[config.mk]
export PLATFORM = sky130hd
export DESIGN_NAME = alu_bist
export DESIGN_NICKNAME = d
export VERILOG_FILES = /design/src/rtl/alu_bist.sv
export SDC_FILE = /design/constraint.sdc
export NUM_CORES = 1
export LEC_CHECK = 0
export ABC_CLOCK_PERIOD_IN_PS = 4900
export CORE_UTILIZATION = 43
export DETAILED_ROUTE_END_ITERATION = 16
export PLACE_DENSITY = 0.83
export SYNTH_ARGS = -nofsm -noshare
export SYNTH_HDL_FRONTEND = slang
export SYNTH_SLANG_ARGS = --single-unit
[constraint.sdc]
create_clock -name clk -period 4.9 [get_ports clk]
set_input_delay 0.49 -clock clk [delete_from_list [all_inputs] [get_ports clk]]
set_output_delay 0.49 -clock clk [all_outputs]
set_load 0.01 [all_outputs]
[src/rtl/alu_bist.sv]
// Built-in self-test engine for the combinational ALU: applies eight directed
// vectors, samples result and zero flag, and reports mismatch count and first failure.
module alu_bist #(
    parameter int unsigned SETTLE_CYCLES = 1
) (
    input  logic        clk,
    input  logic        reset,
    input  logic        start,
    output logic [3:0]  operation,
    output logic [31:0] ALU_in_X,
    output logic [31:0] ALU_in_Y,
    input  logic [31:0] ALU_out_S,
    input  logic        ZR,
    output logic        busy,
    output logic        done,
    output logic        pass,
    output logic [3:0]  fail_count,
    output logic [2:0]  first_fail,
    output logic [2:0]  vector_index
);

    localparam logic [3:0] OP_AND = 4'b0000;
    localparam logic [3:0] OP_OR  = 4'b0001;
    localparam logic [3:0] OP_ADD = 4'b0010;
    localparam logic [3:0] OP_SUB = 4'b0110;
    localparam logic [3:0] OP_SLT = 4'b0111;
    localparam logic [3:0] OP_NOR = 4'b1100;

    typedef enum logic [1:0] {IDLE, SETTLE, CHECK, DONE} state_t;

    typedef struct packed {
        logic [3:0]  op;
        logic [31:0] x;
        logic [31:0] y;
        logic [31:0] s;
    } vec_t;

    function automatic vec_t rom(input logic [2:0] idx);
        case (idx)
            3'd0:    rom = '{OP_ADD, 32'h0000_0A05, 32'h0000_0618, 32'h0000_101D};
            3'd1:    rom = '{OP_AND, 32'h0000_0A05, 32'h0000_0618, 32'h0000_0200};
            3'd2:    rom = '{OP_SUB, 32'h0000_0A05, 32'h0000_0618, 32'h0000_03ED};
            3'd3:    rom = '{OP_SUB, 32'h0000_0A05, 32'hFFFF_F218, 32'h0000_17ED};
            3'd4:    rom = '{OP_SUB, 32'h0000_0A05, 32'h0000_0DE8, 32'hFFFF_FC1D};
            3'd5:    rom = '{OP_OR,  32'h0000_0A05, 32'h0000_0618, 32'h0000_0E1D};
            3'd6:    rom = '{OP_NOR, 32'h0000_0A05, 32'h0000_0618, 32'hFFFF_F1E2};
            default: rom = '{OP_SLT, 32'h0000_0A05, 32'h0000_0618, 32'h0000_0000};
        endcase
    endfunction

    state_t     state, state_nxt;
    logic [3:0] settle_cnt;
    vec_t       cur_vec, next_vec;
    logic       vec_fail, last_vec, settle_end;

    assign cur_vec    = rom(vector_index);
    assign next_vec   = rom(vector_index + 3'd1);
    assign vec_fail   = (ALU_out_S != cur_vec.s) || (ZR != (cur_vec.s == 32'd0));
    assign last_vec   = (vector_index == 3'd7);
    assign settle_end = (settle_cnt == 4'(SETTLE_CYCLES - 1));

    assign busy = (state == SETTLE) || (state == CHECK);
    assign done = (state == DONE);
    assign pass = done && (fail_count == 4'd0);

    // NOTE: assign a default to every always_comb output first so no path infers a latch.
    always_comb begin
        state_nxt = state;
        case (state)
            IDLE, DONE: if (start) state_nxt = SETTLE;
            SETTLE:     if (settle_end) state_nxt = CHECK;
            CHECK:      state_nxt = last_vec ? DONE : SETTLE;
            default:    state_nxt = IDLE;
        endcase
    end

    // NOTE: sequential state uses non-blocking assignments so every register sees pre-edge values.
    always_ff @(posedge clk) begin
        if (reset) begin
            state        <= IDLE;
            settle_cnt   <= '0;
            operation    <= '0;
            ALU_in_X     <= '0;
            ALU_in_Y     <= '0;
            fail_count   <= '0;
            first_fail   <= '0;
            vector_index <= '0;
        end else begin
            state <= state_nxt;
            case (state)
                IDLE, DONE: begin
                    if (start) begin
                        operation    <= rom(3'd0).op;
                        ALU_in_X     <= rom(3'd0).x;
                        ALU_in_Y     <= rom(3'd0).y;
                        vector_index <= 3'd0;
                        fail_count   <= '0;
                        first_fail   <= '0;
                        settle_cnt   <= '0;
                    end
                end
                SETTLE: settle_cnt <= settle_cnt + 4'd1;
                CHECK: begin
                    if (vec_fail) begin
                        fail_count <= fail_count + 4'd1;
                        if (fail_count == 4'd0) first_fail <= vector_index;
                    end
                    if (!last_vec) begin
                        operation    <= next_vec.op;
                        ALU_in_X     <= next_vec.x;
                        ALU_in_Y     <= next_vec.y;
                        vector_index <= vector_index + 3'd1;
                        settle_cnt   <= '0;
                    end
                end
                default: ;
            endcase
        end
    end

endmodule

==> results of run 1 <==
-- through the flow --
step | cells | setup WS, ps
6_report | 406 | 1930
3_5_place_dp | 402 | 1940
5_1_grt | 406 | 1770
2_1_floorplan | 319 | 2270
4_1_cts | 406 | 1950
3_3_place_gp | 402 | 1980
-- power groups by stage --
stage	sequential [mW]	clock, mW	combinational, mW
after floorplan	0.232	0	0.138
after global placement	0.231	0	0.195
after detailed placement	0.232	0	0.199
after CTS	0.227	0.128	0.200
after global routing	0.229	0.137	0.223
final	0.227	0.126	0.202
-- layer usage --
layer | wire length (microns) | share of wire (%)
met2 | 2420 | 48
met3 | 373 | 7.4
met4 | 27 | 0.53
met5 | 0 | 0
met1 | 2240 | 44
-- synth_stat cells --
library cell | number | area (sq um)
o21a_1 | 1 | 7.51
nand4_1 | 9 | 56.3
a32oi_1 | 1 | 8.76
o31ai_2 | 2 | 25.0
xnor2_1 | 2 | 17.5
nor4_1 | 7 | 43.8
dfxtp_1 | 25 | 500
nand2_1 | 23 | 86.3
nor2b_1 | 1 | 6.26
nor3b_2 | 2 | 25.0
a21oi_1 | 21 | 105
and3b_1 | 1 | 8.76
or4_1 | 3 | 22.5
a211oi_1 | 3 | 22.5
o211ai_1 | 2 | 15.0
and3_1 | 4 | 25.0
o32ai_1 | 4 | 35.0
nand3_1 | 10 | 50.1
nor3_1 | 7 | 35.0
o21ai_0 | 9 | 45.0
a32o_1 | 1 | 10.0
buf_4 | 59 | 443
a41oi_1 | 1 | 8.76
a31oi_1 | 4 | 25.0
and2_4 | 1 | 8.76
and4_1 | 1 | 8.76
nor3b_1 | 1 | 7.51
ha_1 | 18 | 225
o2bb2ai_1 | 1 | 8.76
o221ai_1 | 1 | 8.76
or3_1 | 3 | 18.8
clkbuf_1 | 7 | 26.3
buf_2 | 3 | 15.0
o31ai_1 | 2 | 15.0
a311oi_1 | 1 | 8.76
xor2_1 | 1 | 8.76
inv_1 | 16 | 60.1
o2111ai_1 | 2 | 17.5
nor2_1 | 27 | 101
nand2b_1 | 1 | 6.26
conb_1 | 1 | 3.75
-- registers in the layout (all words and copies together) (netlist names) --
name,cells
ALU_in_Y,5
fail_count,4
settle_cnt,4
state,2
first_fail,3
operation,4
vector_index,3
-- worst paths after layout --
check / startpoint / endpoint
setup / recovery: vector_index[0] / fail_count[3]
hold / removal: operation[2] / operation[2]
setup reg to reg: vector_index[0] / fail_count[3]
hold reg to reg: operation[2] / operation[2]
-- layout make-up --
| cell class | instances | share of cell area [%] |
|---|---|---|
| multi-input combinational | 209 | 44.6 |
| tap | 67 | 3.01 |
| timing repair buffer | 85 | 30.5 |
| clock inverter | 1 | 0.269 |
| inverter | 16 | 2.15 |
| sequential | 25 | 17.9 |
| clock buffer | 3 | 1.48 |
-- worst max-delay path, delay by kind of cell (launching register included) --
family                     cells  cell delay, ps
buffers and inverters          1             180
AOI/OAI and AO/OA              3             510
DFF                            1             460
and+or+nand+nor                3            1330
adders and majority gates      1             390
-- cells by family (layout without fill, tap and decap cells) --
| family | Yosys count | in the layout | share of synthesized area, % |
|---|---|---|---|
| DFF | 25 | 25 | 23.0 |
| buffers and inverters | 85 | 105 | 25.0 |
| other | 1 | 31 | 0.172 |
| xor gates and xnor gates | 3 | 3 | 1.21 |
| adders and majority gates | 18 | 18 | 10.3 |
| and+or+nand+nor | 101 | 101 | 23.4 |
| AOI/OAI and AO/OA | 56 | 56 | 16.8 |
==> summary.txt, run 1 <==
Detailed routing
  – First-pass detailed-route iteration total: 4
  – Routed WL: 5060 microns
  – Antenna-violating nets left: 0
  – DR vias/cell: roughly 5.1
  – Drt drc: 0
  – Routed wire length per instance: about 12 microns
  – Initial DRC Count: 138
  – DR vias: approximately 2100

Pwr
  – P_int: about 0.36 mW
  – Sw Ratio: approximately a third
  – Peak VDD IR: roughly 0.2 mV
  – Power share of the sequential group: 40.9%
  – Power Density: about 200 nW/um^2
  – P_leak: ~1.0 nW
  – Sw power: just under 0.2 mW
  – Total Power: around 0.55 mW
  – Combinational share of power: between 30% and 40%
  – Clk pwr share: between 20% and 30%

Timing
  – Final Critical Period: ~3000 ps
  – Setup TNS: 0 ps
  – Final hold violation count: 0
  – Slew @ Worst Pin: ~940 ps
  – Max Fclk: roughly 0.34 GHz
  – Skew final: about 6.6 ps
  – RSZ-0062 raised after global routing: false
  – Final setup violation count: 0
  – Slew Viols, Final: 0
  – Hold Slack: 463 ps
  – Fin crit share: 60.5%
  – Worst slew margin: 37.4%

Clock network
  – Post-CTS Setup Repair Bufs: 0
  – Worst-skew pair later-pin latency: roughly 270 ps
  – Post-CTS Resized: 0
  – # clock sinks: 25
  – CTS tree: built
  – Clock Tree Buf Depth: 2
  – CTS H-tree lvls: 1
  – Clock transition at the registers of the reported paths: ~90 ps
  – CTS Hold Bufs: 0
  – Clk root buf: clkbuf_8
  – TritonCTS Buffers: 3

Finish
  – Fin nets: a little under 400
  – Post-route design area: 2790 sq um
  – Most common cell after layout, fill and taps aside: clkdlybuf4s50_1
  – Fraction of layout cells with a size suffix above 1: roughly 2.7%
  – FF/Latch Area: around 500 sq um
  – Most frequent cells in the layout: 85 x clkdlybuf4s50_1, 31 x conb_1, 27 x nor2_1
  – Area of the multi-input gates: 1240 sq um
  – Layout fillers: 464
  – Ant. Diodes: 0
  – Synthesis-to-finish area growth: 28.1%
  – Core Util, Final: roughly 58%

Yosys
  – Synth warn: 0
  – Syn Std Cell Area: 2180 sq um
  – Post-Syn Instances: 289
  – Sequential area share after synthesis: 23.0%
  – Synth cell types: just over 40
  – Synth Area per Inst: between 7 and 8 sq um
  – #FFs+latches synth: 25

Die
  – Die footprint: 5350 sq um
  – Initial core utilization: around 45%
  – Site Rows: 25
  – # IOs: 117
  – Core area: roughly 4800 sq um
  – Die Ht: 73.2 microns
  – Die X: about 73 microns

Min path
  – Hold crit path type: register to register
  – WHS Path Cells: 2

Global routing
  – Initial antenna violation count: 0
  – GR Layer Usage met2: 30.8%
  – Global Route met3 Usage: under 10%
  – Largest net degree at the start of global routing: 26
  – Top Usage Layer GRT: met2
  – Total gr overflow: 0
  – Global Route Usage Sum: 18.5%
  – GR Util met1: 25.0%
  – Vias in the first global route: between 1500 and 2000
  – First-pass GRT wire length: 7870 microns

Critical path
  – Worst Path Arrival: 3130 ps
  – CP max stage cell: or4_1
  – Critical Path RT: a little over 5000 ps
  – Reg2Reg Depth: 8
  – Crit path kind: register to register
  – CP Capture Type: register
  – Crit-path max cell delay: between 600 and 700 ps
  – Worst Path Max Fanout: 12
  – Crit-path cells: inv_1 -> ha_1 -> or3_1 -> o31ai_1 -> a31oi_1 -> or4_1 -> and2_4 -> a32o_1
  – Reg2Reg Setup Slack: 1930 ps
  – CP startpoint kind: register

Status
  – Status: finished, final reports clean

Job
  – Number of max-cap violations: 0

Place
  – Port Buf Inserts: 85
  – Post-DP Area: about 2700 sq um
  – HPWL after DPL: 3990 microns
  – Gpl congestion: just over 0.8
No activity file was read; power rests on OpenSTA's default activity.
==> run 2, diff against run 1 <==
==> config.mk (replaced) <==
export PLATFORM = sky130hd
export DESIGN_NAME = alu_bist
export DESIGN_NICKNAME = d
export VERILOG_FILES = /design/src/rtl/alu_bist.sv
export SDC_FILE = /design/constraint.sdc
export NUM_CORES = 1
export LEC_CHECK = 0
export ABC_CLOCK_PERIOD_IN_PS = 2500
export CORE_UTILIZATION = 36
export DETAILED_ROUTE_END_ITERATION = 16
export PLACE_DENSITY = 0.74
export SYNTH_ARGS = -nofsm -noshare
export SYNTH_HDL_FRONTEND = slang
export SYNTH_SLANG_ARGS = --single-unit
==> constraint.sdc (replaced) <==
create_clock -name clk -period 2.5 [get_ports clk]
set_input_delay 0.25 -clock clk [delete_from_list [all_inputs] [get_ports clk]]
set_output_delay 0.25 -clock clk [all_outputs]
set_load 0.01 [all_outputs]
==> run 2 against run 1 <==
Worst setup slack worse by 1900 ps. Combinational power grew 110%. Clock skew is essentially flat. Critical path depth up 3. Worst hold slack worse by 3.4 ps. Highest routed layer unchanged.
==> summary.txt, run 2 (synthesized netlist as in run 1, its figures left out) <==
Finish
  – Layout fillers: 552 (+19%)
  – Fraction of layout cells with a size suffix above 1: 13.7% (+11 points)
  – Ant. Diodes: 0 (unchanged)
  – Fin nets: 419 (+6.3%)
  – FF/Latch Area: 509 sq um (+1.7%)
  – Synthesis-to-finish area growth: 40.3%
  – Area of the multi-input gates: 1310 sq um (+5.4%)
  – Post-route design area: 3060 sq um (+9.6%)
  – Most common cell after layout, fill and taps aside: clkdlybuf4s50_1
  – Most frequent cells in the layout: 85 x clkdlybuf4s50_1, 31 x conb_1, 26 x nor2_1
  – Max reg flops: 5 (unchanged)
  – Most flops, register: ALU_in_Y

Clock network
  – # clock sinks: 25 (unchanged)
  – CTS H-tree lvls: 1 (unchanged)
  – CTS tree: built
  – Clk root buf: clkbuf_8
  – Clock Tree Buf Depth: 2 (unchanged)
  – Clock transition at the registers of the reported paths: 90 ps (about the same)
  – TritonCTS Buffers: 3 (unchanged)
  – Worst-skew pair later-pin latency: 270 ps (about the same)

Die
  – Die footprint: 6360 sq um (+19%)
  – Initial core utilization: 38.4% (-7.1 points)
  – Core area: 5680 sq um (+19%)
  – # IOs: 117 (unchanged)
  – Die X: 79.8 microns (+9.0%)
  – Die Ht: 79.8 microns (+9.0%)
  – Site Rows: 27 (+8.0%)

Place
  – HPWL after DPL: 4430 microns (+11%)
  – Post-DP Area: 2920 sq um (+6.6%)
  – Pre-CTS WS: -197 ps (-2130 ps)
  – Port Buf Inserts: 85 (unchanged)
  – Gpl congestion: 0.839 (+1.0%)

Job
  – Number of max-cap violations: 0 (unchanged)

Detailed routing
  – First-pass detailed-route iteration total: 4 (unchanged)
  – Initial DRC Count: 78 (-43%)
  – DR vias: 2163 (+3.9%)
  – Routed wire length per instance: 12.6 microns (+1.0%)
  – Routed WL: 5490 microns (+8.5%)
  – DR vias/cell: 4.96 (-3.3%)
  – Drt drc: 0 (unchanged)
  – Antenna-violating nets left: 0 (unchanged)

Global routing
  – GR Layer Usage met2: 29.7% (-1.1 points)
  – Total gr overflow: 0 (unchanged)
  – First-pass GRT wire length: 8440 microns (+7.2%)
  – Global Route met3 Usage: 3.43% (-0.024 points)
  – Top Usage Layer GRT: met2
  – Largest net degree at the start of global routing: 25 (-3.8%)
  – Initial antenna violation count: 0 (unchanged)
  – Global Route Usage Sum: 16.5% (-2.0 points)
  – Vias in the first global route: 1899 (+11%)
  – GR Util met1: 20.7% (-4.3 points)

Timing
  – Worst slew margin: 60.7% (+23 points)
  – Skew final: 6.19 ps (-0.394 ps)
  – Final Critical Period: 2460 ps (-504 ps)
  – Slew Viols, Final: 0 (unchanged)
  – RSZ-0062 raised after global routing: true
  – Final hold violation count: 0 (unchanged)
  – Fin crit share: 98.5% (+38 points)
  – Worst setup margin: 37.9 ps (-1900 ps)
  – Final setup violation count: 0 (unchanged)
  – Max Fclk: 0.406 GHz (+20%)
  – Slew @ Worst Pin: 589 ps (-347 ps)

Critical path
  – Crit-path max cell delay: 600 ps (-70 ps)
  – RR Startpoint: vector_index[0]
  – Critical R2R Capture: fail_count[3]
  – WP depth: 11 (+3)
  – Crit path kind: register to register
  – Crit-path cells: inv_2 -> buf_4 -> ha_4 -> nor3b_4 -> buf_4 -> o221ai_2 -> nor2_1 -> a31oi_1 -> or4_4 -> and2_4 -> a32o_1
  – Reg2Reg Depth: 11 (+3)
  – Worst Path Max Fanout: 6 (-6)
  – Worst Path Arrival: 2630 ps (-500 ps)
  – Reg2Reg Setup Slack: 40 ps (-1900 ps)
  – Cell mode on critical path: buf_4
  – Worst Path Buf+Inv: 3 (+2)
  – CP startpoint kind: register
  – CP max stage cell: or4_4
  – CP Capture Type: register
  – Critical Path RT: 2670 ps (-2400 ps)
  – CP delay by family, top: simple AND/OR/NAND/NOR gates

Status
  – Status: finished, final reports clean

Min path
  – WHS Endpoint: operation[0]
  – Hold crit path type: register to register
  – WHS Path Cells: 2 (unchanged)
  – Hold Path Origin: operation[0]

Pwr
  – P_leak: 1.18 nW (+13%)
  – Peak VDD IR: 0.321 mV (+64%)
  – Power Density: 359 nW/um^2 (+81%)
[run 2: through the flow]
stage	TNS, ps	util [%]	power [mW]	hold slack, ps	std cells
after floorplan	0	-	0.726	462	319
after global placement	-572	51.5	0.851	446	430
after detailed placement	-818	51.5	0.859	448	430
after CTS	0	52.8	1.10	464	435
after global routing	-77.9	53.8	1.17	490	436
final	0	53.8	1.10	460	436
[run 2: final cells by class]
class,count,area share [%]
Clock buffer,4,1.47
Inverter,16,1.97
Multi-Input combinational cell,209,43.0
Sequential cell,25,16.7
Tap cell,72,2.95
Timing Repair Buffer,110,34.0
[run 2: worst max-delay path by stage]
stage                          from       endpoint  slack, ps
detailed placement     ALU_out_S[5]  fail_count[2]       -200
global placement       ALU_out_S[5]  fail_count[3]       -160
floorplan           vector_index[1]  fail_count[3]         10
global route        vector_index[0]  fail_count[3]        -60
CTS                 vector_index[1]  fail_count[3]         10
finish              vector_index[0]  fail_count[3]         40
[run 2: layer usage]
layer | part of all wire, % | up-vias
li1 | - | 1073
met1 | 42 | 992
met2 | 50 | 94
met3 | 7.3 | 4
met4 | 0.42 | 0
met5 | 0 | -
[run 2: what timing repair did]
item,CTS,global route
endpoints found under the setup margin,7,7
hold buffers,0,0
gates resized for setup,5,13
pin swaps,2,3
setup buffers,1,1
[run 2: worst reg2reg max path: cells and delay by family, from the launching register on]
family / cells / cell delay (ps)
buf+inv: 3 / 320
fa+ha+maj: 1 / 170
compound gates: 3 / 410
flops: 1 / 370
simple gates: 4 / 1100
[run 2: report_power, final]
| part | leakage [nW] | internal, mW | switching [mW] | total [mW] |
|---|---|---|---|---|
| Clock | 0.0228 | 0.114 | 0.127 | 0.241 |
| Combinational | 0.956 | 0.191 | 0.225 | 0.415 |
| Sequential | 0.205 | 0.419 | 0.0226 | 0.441 |
==> run 3, diff against run 2 <==
--- a/config.mk
+++ b/config.mk
@@ -9,6 +9,7 @@
 export CORE_UTILIZATION = 36
 export DETAILED_ROUTE_END_ITERATION = 16
 export PLACE_DENSITY = 0.74
+export SLEW_MARGIN = 10
 export SYNTH_ARGS = -nofsm -noshare
 export SYNTH_HDL_FRONTEND = slang
 export SYNTH_SLANG_ARGS = --single-unit
==> results of run 3 <==
The final DEF is identical to that of run 2; final timing and power are the same.
